## config.mk

```make
export PLATFORM = sky130hd
export DESIGN_NAME = keypad_emulator_flat
export DESIGN_NICKNAME = d
export VERILOG_FILES = /design/src/rtl/keypad_if.sv /design/src/rtl/keypad_emulator.sv /design/src/flat_wrapper.sv
export SDC_FILE = /design/constraint.sdc
export NUM_CORES = 1
export LEC_CHECK = 0
export ABC_AREA = 1
export ABC_CLOCK_PERIOD_IN_PS = 1900
export CAP_MARGIN = 25
export CORE_ASPECT_RATIO = 0.5
export CORE_MARGIN = 5
export CORE_UTILIZATION = 55
export DETAILED_ROUTE_END_ITERATION = 10
export PLACE_DENSITY = 0.78
export SLEW_MARGIN = 20
export SYNTH_ARGS = -nofsm -noshare
export SYNTH_HDL_FRONTEND = slang
export SYNTH_SLANG_ARGS = --single-unit
```

## constraint.sdc

```tcl
create_clock -name clock -period 1.9 [get_ports clock]
set_input_delay 0.38 -clock clock [delete_from_list [all_inputs] [get_ports clock]]
set_output_delay 0.38 -clock clock [all_outputs]
set_load 0.05 [all_outputs]
```

## src/rtl/keypad_if.sv

```systemverilog
// Scanner/host-facing signal bundle for the keypad emulator.
// The master drives columns and requests, and the slave returns rows and status.
interface keypad_if;
   logic [3:0] c3_c0;
   logic [3:0] key;
   logic       press;
   logic [3:0] r3_r0;
   logic       busy;
   logic       ack;

   modport master (
      output c3_c0, key, press,
      input  r3_r0, busy, ack
   );

   modport slave (
      input  c3_c0, key, press,
      output r3_r0, busy, ack
   );
endinterface

```

## src/rtl/keypad_emulator.sv

```systemverilog
// Simulated 4x4 matrix keypad. It holds one key for HOLD_HITS column scans,
// releases it for GAP_CYCLES cycles, and then pulses ack.
module keypad_emulator #(
   parameter int unsigned HOLD_HITS  = 3,
   parameter int unsigned GAP_CYCLES = 4
) (
   input  logic    clock,
   input  logic    reset,
   keypad_if.slave io_bus
);

   localparam logic [7:0] HoldLast = 8'(HOLD_HITS - 1);
   localparam logic [7:0] GapLast  = 8'(GAP_CYCLES - 1);

   typedef enum logic [1:0] {StIdle, StPress, StRelease} state_e;

   state_e     r_state, w_state_d;
   logic [3:0] r_key, w_key_d;
   logic [7:0] r_hit_cnt, w_hit_cnt_d;
   logic [7:0] r_gap_cnt, w_gap_cnt_d;
   logic       r_ack, w_ack_d;

   logic [3:0] w_colmask;
   logic [3:0] w_rowmask;
   logic       w_hit;

   assign w_colmask = 4'b0001 << r_key[1:0];
   assign w_rowmask = 4'b0001 << r_key[3:2];
   // Exact compare: zero or multi-hot column drives never count as a hit
   assign w_hit     = (r_state == StPress) && (io_bus.c3_c0 == w_colmask);

   always_comb begin
      w_state_d   = r_state;
      w_key_d     = r_key;
      w_hit_cnt_d = r_hit_cnt;
      w_gap_cnt_d = r_gap_cnt;
      w_ack_d     = 1'b0;
      case (r_state)
         StIdle: begin
            if (io_bus.press) begin
               w_key_d     = io_bus.key;
               w_hit_cnt_d = 8'd0;
               w_state_d   = StPress;
            end
         end
         StPress: begin
            if (w_hit) begin
               w_hit_cnt_d = r_hit_cnt + 8'd1;
               if (r_hit_cnt == HoldLast) begin
                  w_gap_cnt_d = 8'd0;
                  w_state_d   = StRelease;
               end
            end
         end
         StRelease: begin
            w_gap_cnt_d = r_gap_cnt + 8'd1;
            if (r_gap_cnt == GapLast) begin
               w_state_d = StIdle;
               w_ack_d   = 1'b1;
            end
         end
         default: w_state_d = StIdle;
      endcase
   end

   always_ff @(posedge clock or posedge reset) begin
      if (reset) begin
         r_state   <= StIdle;
         r_key     <= 4'b0000;
         r_hit_cnt <= 8'd0;
         r_gap_cnt <= 8'd0;
         r_ack     <= 1'b0;
      end else begin
         r_state   <= w_state_d;
         r_key     <= w_key_d;
         r_hit_cnt <= w_hit_cnt_d;
         r_gap_cnt <= w_gap_cnt_d;
         r_ack     <= w_ack_d;
      end
   end

   assign io_bus.r3_r0 = w_hit ? w_rowmask : 4'b0000;
   assign io_bus.busy  = (r_state != StIdle);
   assign io_bus.ack   = r_ack;

endmodule

```

## src/flat_wrapper.sv

```systemverilog
// flat-port wrapper written by rule: the top's interface ports become plain ports
module keypad_emulator_flat 
#(
   parameter int unsigned HOLD_HITS  = 3,
   parameter int unsigned GAP_CYCLES = 4
)
  (clock, reset, io_bus_c3_c0, io_bus_key, io_bus_press, io_bus_r3_r0, io_bus_busy, io_bus_ack);
  keypad_if io_bus_i ();
  input  logic clock;
  input  logic reset;
  input wire logic [$bits(io_bus_i.c3_c0)-1:0] io_bus_c3_c0;
  input wire logic [$bits(io_bus_i.key)-1:0] io_bus_key;
  input wire logic [$bits(io_bus_i.press)-1:0] io_bus_press;
  output wire logic [$bits(io_bus_i.r3_r0)-1:0] io_bus_r3_r0;
  output wire logic [$bits(io_bus_i.busy)-1:0] io_bus_busy;
  output wire logic [$bits(io_bus_i.ack)-1:0] io_bus_ack;
  assign io_bus_i.c3_c0 = io_bus_c3_c0;
  assign io_bus_i.key = io_bus_key;
  assign io_bus_i.press = io_bus_press;
  assign io_bus_r3_r0 = io_bus_i.r3_r0;
  assign io_bus_busy = io_bus_i.busy;
  assign io_bus_ack = io_bus_i.ack;
  keypad_emulator #(.HOLD_HITS(HOLD_HITS), .GAP_CYCLES(GAP_CYCLES)) u_core (.clock(clock), .reset(reset), .io_bus(io_bus_i));
endmodule
```

==> impl_results.md, run 1 <==
* Crit path max fanout at 6
* Number of synthesized flops with an enable pin at 0
* Synth Register Bits at 23
* P per Cell Area at 1170 nW/um2
* PnR worst setup slack at -0.122 ns
* Die Y at 47.3 um
* CP cell instances: inv_2 -> nand2_2 -> nand2_2 -> nand2_2 -> nor2_4 -> nand3_4 -> nor3_4 -> buf_12
* Max incr delay on CP at 0.46 ns
* Worst-Margin Slew at 0.493 ns
* Initial antenna violation count at 0
* Post-synthesis sequential area ratio at 37.6%
* Final hold slack at 0.433 ns
* CTS H-tree depth at 1
* Predominant post-synthesis flop cell: dfrtp_1
* Clock skew at 0.00423 ns
* Drc violations at 0
* CTS tree: built
* Setup TNS at -0.449 ns
* Pre-antenna DRT Iters at 4
* Vias at 1451
* CTS Buffer Depth at 2
* Vias in the first global route at 1450
* Status: finished with violations
* Worst rel slew slack at 67.1%
* Crit path capture type: output pin
* Cell taking the most area after synthesis: dfrtp_1
* P_leak at 0.000957 uW
* Critical path buffers and inverters at 2
* Worst VDD drop at 594 uV
* CP Class: reg -> out
* RSZ-0062 raised after global routing: yes
* Post-route clock period utilization at 106%
* CP most frequent cell: nand2_2
* Placer Congestion at 0.837
* Synth area leaders: dfrtp_1 38%, nand2_1 14%, nand3_1 8.2%
* Post-layout util at 74.2%
* Post-route ant nets at 0
* Final net count at 259
* Global route overflow at 0
* Commonest cells after routing, fill and taps aside: 53 x nand2_1, 28 x nor2_1, 25 x inv_1
* Worst Path Required at 1.52 ns
* Max Clk Rate at 494 MHz
* Hold Vio Cnt, Final at 0
* Synthesized area per cell at 7.08 um2
* Async set-reset flop share out of synthesis at 100%
* Family with the most delay on the worst path: simple AND/OR/NAND/NOR gates
* Final std cells w/o fill at 277
* IO Pins at 17
* Site row count at 13
* Crit path DAT at 1.64 ns
* Worst Hold Class: in -> async
* 1st-iter DRT viols at 120
* # setup viols final at 4
* Final slew viol count at 0
* First-pass GRT wire length at 6110 um
* Post-synth top area share at 37.6%
* Syn_nets at 234
* Clk Latency, worst-skew pair at 0.28 ns
* Port Buf Inserts at 16
* Failing checks: setup timing
* Syn Inst Count at 216
* Warnings, synthesis at 0
* Detailed Place HPWL at 2450 um
* Vias per inst at 5.24
* Die ar. at 4000 um2
* Final min period at 2.02 ns
* Gr usage total at 19.5%
* Die Width at 84.6 um
* CP max stage cell: dfrtp_2
* Cts bufs inserted at 3
* DR WL/cell at 12.2 um
* Antenna Cells at 0
* Root Buffer: clkbuf_8
* Clk pin slew, worst setup/hold paths at 0.09 ns
* Max Cap Violations at 0
* Placed Cells at 270
* Share of cells above drive strength 1 at 21.3%
* P&R area growth vs syn at 27.8%
* CTS sink count at 23
* Post-synthesis cell type count at 24
* Initial Util at 58.1%
* CP Launch Type: flop
* Synth Cell Area at 1530 um2
* Drt total wl at 3390 um
* Pin count of the biggest net entering global routing at 24
* Core area at 2640 um2
* Most common library cell in the layout ignoring fill and taps: nand2_1
-- cells in the mapped netlist, types with 2 or more instances --
cell and count:
nand2_4 2, inv_2 2, nor2_2 2, nor3_1 7, inv_1 25, nand3b_1 2
dfrtp_1 23, clkbuf_1 2, ha_1 7, nand2_1 58, o21ai_0 6, nor2_1 28
nand3_1 25, nand4_1 2, o21ai_2 8, nand2_2 4, a21oi_1 6
-- layer usage --
layer  GRT usage, %  part of all wire, %
met4           9.15                  1.9
met1           22.1                   46
met2           35.6                   48
met3           5.78                  3.8
met5              0                    0
-- worst paths after layout --
path                                           from                   to  slack (ns)  cells past startpoint
worst max-delay path                u_core.r_key[0]      io_bus_r3_r0[1]       -0.12                      8
worst max register to register      u_core.r_key[0]  u_core.r_gap_cnt[4]        0.20                     12
max in group asynchronous                     reset      u_core.r_key[0]        1.22                      3
worst min register to register  u_core.r_gap_cnt[1]  u_core.r_gap_cnt[1]        0.52                      2
min in group clock              u_core.r_gap_cnt[1]  u_core.r_gap_cnt[1]        0.52                      2
worst min-delay path                          reset  u_core.r_gap_cnt[2]        0.43                      3
-- worst reg2reg max path: stages, from the launching register on --
cell	delay, ns
dfrtp_2	0.46
inv_2	0.11
nand2_2	0.06
nand2_2	0.06
nand2_2	0.06
nor2_4	0.13
buf_4	0.12
buf_4	0.10
nand2_2	0.06
nand2_4	0.08
nand3_2	0.18
nand2_1	0.11
nand2_1	0.06
-- power breakdown --
part           total, uW  switching [uW]  leakage (uW)  internal, uW
clock network        326             179     0.0000255           147
registers            715             127      0.000302           589
logic               1250             821      0.000629           427
total               2290            1130      0.000957          1160
-- registers in the layout, summed over array words and instances, names as in the netlist --
signal / flops
u_core.io_bus.ack: 1
u_core.r_key: 4
u_core.r_gap_cnt: 8
u_core.r_hit_cnt: 8
u_core.r_state: 2
-- cell families after synthesis --
| logic type | synth area share (%) |
|---|---|
| compound gates | 9.49 |
| xor+xnor | 0.572 |
| fa+ha+maj | 5.72 |
| buf+inv | 7.85 |
| flops | 37.6 |
| simple gates | 38.8 |
-- final cells by class --
class | instances | area, um2
clock buffers | 3 | 41.3
clock inverters | 1 | 5.00
fillers | 210 | 679
inverters | 27 | 101
multi-input cells | 163 | 926
flip-flops and latches | 23 | 578
well taps | 37 | 46.3
repair buffers | 23 | 258
-- what timing repair did --
action                                  in CTS  in global routing
resized for setup                           12                  4
setup buffers                                2                  1
pin swaps                                    7                  1
hold buffers                                 0                  0
endpoints found under the setup margin       4                  4
-- through the flow --
step	area [um2]	worst slack (ns)	total power [uW]
2_1_floorplan	1590	0.00383	1580
3_3_place_gp	1860	-0.202	1850
3_5_place_dp	1860	-0.241	1880
4_1_cts	1940	-0.176	2260
5_1_grt	1960	-0.205	2460
6_report	1960	-0.122	2290
Power figures use the tool's default switching activity.
==> run 2, diff against run 1 <==
Settings changed: CTS_BUF_LIST set to sky130_fd_sc_hd__clkbuf_16.
==> impl_results.md, run 2 (synthesis gave the netlist of run 1 again) <==
* First-pass GRT wire length at 6170 um
* Clock skew at 0.00347 ns
* Worst R2R Setup Slack at 0.20 ns
* Vias per inst at 5.29
* Die ar. at 4000 um2
* Cell Area, Placed at 1860 um2
* CP Class: reg -> out
* Worst Reg-to-Reg Cells at 12
* Placer Congestion at 0.837
* CTS sink count at 23
* Post-route cell area at 1990 um2
* Detailed Place HPWL at 2450 um
* Most common library cell in the layout ignoring fill and taps: nand2_1
* Register area at 578 um2
* Root Buffer: clkbuf_16
* Clk Latency, worst-skew pair at 0.26 ns
* Die Y at 47.3 um
* Post-route clock period utilization at 105%
* Max Cap Violations at 0
* 1st-iter DRT viols at 98
* Failing checks: setup timing
* Fill cells at 202
* Hold Vio Cnt, Final at 0
* CTS tree: built
* Status: finished with violations
* Post-Place Setup Slack at -0.241 ns
* Antenna Cells at 0
* Final std cells w/o fill at 277
* Core area at 2640 um2
* Final slew viol count at 0
* Clk pin slew, worst setup/hold paths at 0.06 ns
* Worst VDD drop at 617 uV
* Worst Path Required at 1.52 ns
* Initial antenna violation count at 0
* DR WL/cell at 12.2 um
* PnR worst setup slack at -0.0866 ns
* Share of cells above drive strength 1 at 21.3%
* Cts bufs inserted at 3
* CP Launch Type: flop
* Crit Reg-Reg Startpoint: u_core.r_key[0]
* Drc violations at 0
* Drt total wl at 3370 um
* Site row count at 13
* Final min period at 1.99 ns
* IO Pins at 17
* Area of the multi-input gates at 926 um2
* Post-route ant nets at 0
* Placed Cells at 270
* # setup viols final at 4
* RSZ-0062 raised after global routing: yes
* Critical R2R Capture: u_core.r_gap_cnt[4]
* CTS H-tree depth at 1
* CTS Buffer Depth at 2
* Worst Hold Class: in -> async
* Commonest cells after routing, fill and taps aside: 53 x nand2_1, 28 x nor2_1, 25 x inv_1
* Largest regs: u_core.r_gap_cnt (8), u_core.r_hit_cnt (8), u_core.r_key (4)
* Max Clk Rate at 503 MHz
* Hold_buf cts at 0
* Crit path DAT at 1.61 ns
* Initial Util at 58.1%
* Port Buf Inserts at 16
* Pin count of the biggest net entering global routing at 24
* Worst-Margin Slew at 0.492 ns
* Final net count at 259
* Vias at 1466
* Vias in the first global route at 1467
* Pre-antenna DRT Iters at 4
* Gr usage total at 19.5%
* P per Cell Area at 1220 nW/um2
* Setup TNS at -0.320 ns
* Final hold slack at 0.455 ns
* Die Width at 84.6 um
* Worst rel slew slack at 67.1%
* Global route overflow at 0
* Crit path max fanout at 6
* Crit path capture type: output pin
* P_leak at 0.000972 uW
* P&R area growth vs syn at 30.0%
[run 2: cell types whose count changed in the layout (fill, tap and decap cells not counted)]
| cell | delta |
|---|---|
| clkbuf_16 | +3 |
| clkbuf_8 | -3 |
[run 2: how the worst max path moves through the flow]
stage,from,to,cells after the start
after CTS,u_core.r_key[0],io_bus_r3_r0[1],8
after detailed placement,io_bus_c3_c0[2],io_bus_r3_r0[0],8
after global placement,io_bus_c3_c0[1],io_bus_r3_r0[0],8
after floorplan,u_core.r_state[1],io_bus_r3_r0[0],5
final,u_core.r_key[0],io_bus_r3_r0[1],8
after global routing,u_core.r_key[0],io_bus_r3_r0[2],8
[run 2: repair_timing]
| action | CTS | global route |
|---|---|---|
| buffers inserted | 2 | 1 |
| setup endpoints to repair | 4 | 4 |
| pin swaps | 7 | 1 |
| endpoints found under the hold margin | 0 | 0 |
| resized for setup | 12 | 4 |
[run 2: per-stage QoR]
stage               util (%)  total power [uW]
floorplan                  -              1580
global placement        70.5              1850
detailed placement      70.5              1880
CTS                     74.8              2400
global route            75.5              2610
finish                  75.5              2430
[run 2: layout make-up]
cell class | count | share of cell area, %
clock inverters | 1 | 0.252
inverters | 27 | 5.09
clock buffers | 3 | 3.77
well taps | 37 | 2.33
repair buffers | 23 | 13.0
multi-input cells | 163 | 46.5
flip-flops and latches | 23 | 29.1
[run 2: where the power goes]
group          internal [uW]  total, uW  leakage (uW)  switching [uW]
Combinational            427       1240      0.000629             818
Sequential               590        719      0.000302             129
Clock                    283        466     0.0000409             182
Total                   1300       2430      0.000972            1130
[run 2: worst max-delay path, cell delays in order (launching register included)]
cell     delay, ns
dfrtp_2       0.45
inv_2         0.11
nand2_2       0.06
nand2_2       0.06
nand2_2       0.06
nor2_4        0.13
nand3_4       0.14
nor3_4        0.18
buf_12        0.16
[run 2: per-layer routing]
metal	GRT usage, %	share of wire (%)
met4	6.94	0.83
met2	36.9	49
met3	5.43	4.6
met5	0	0
met1	22.2	45
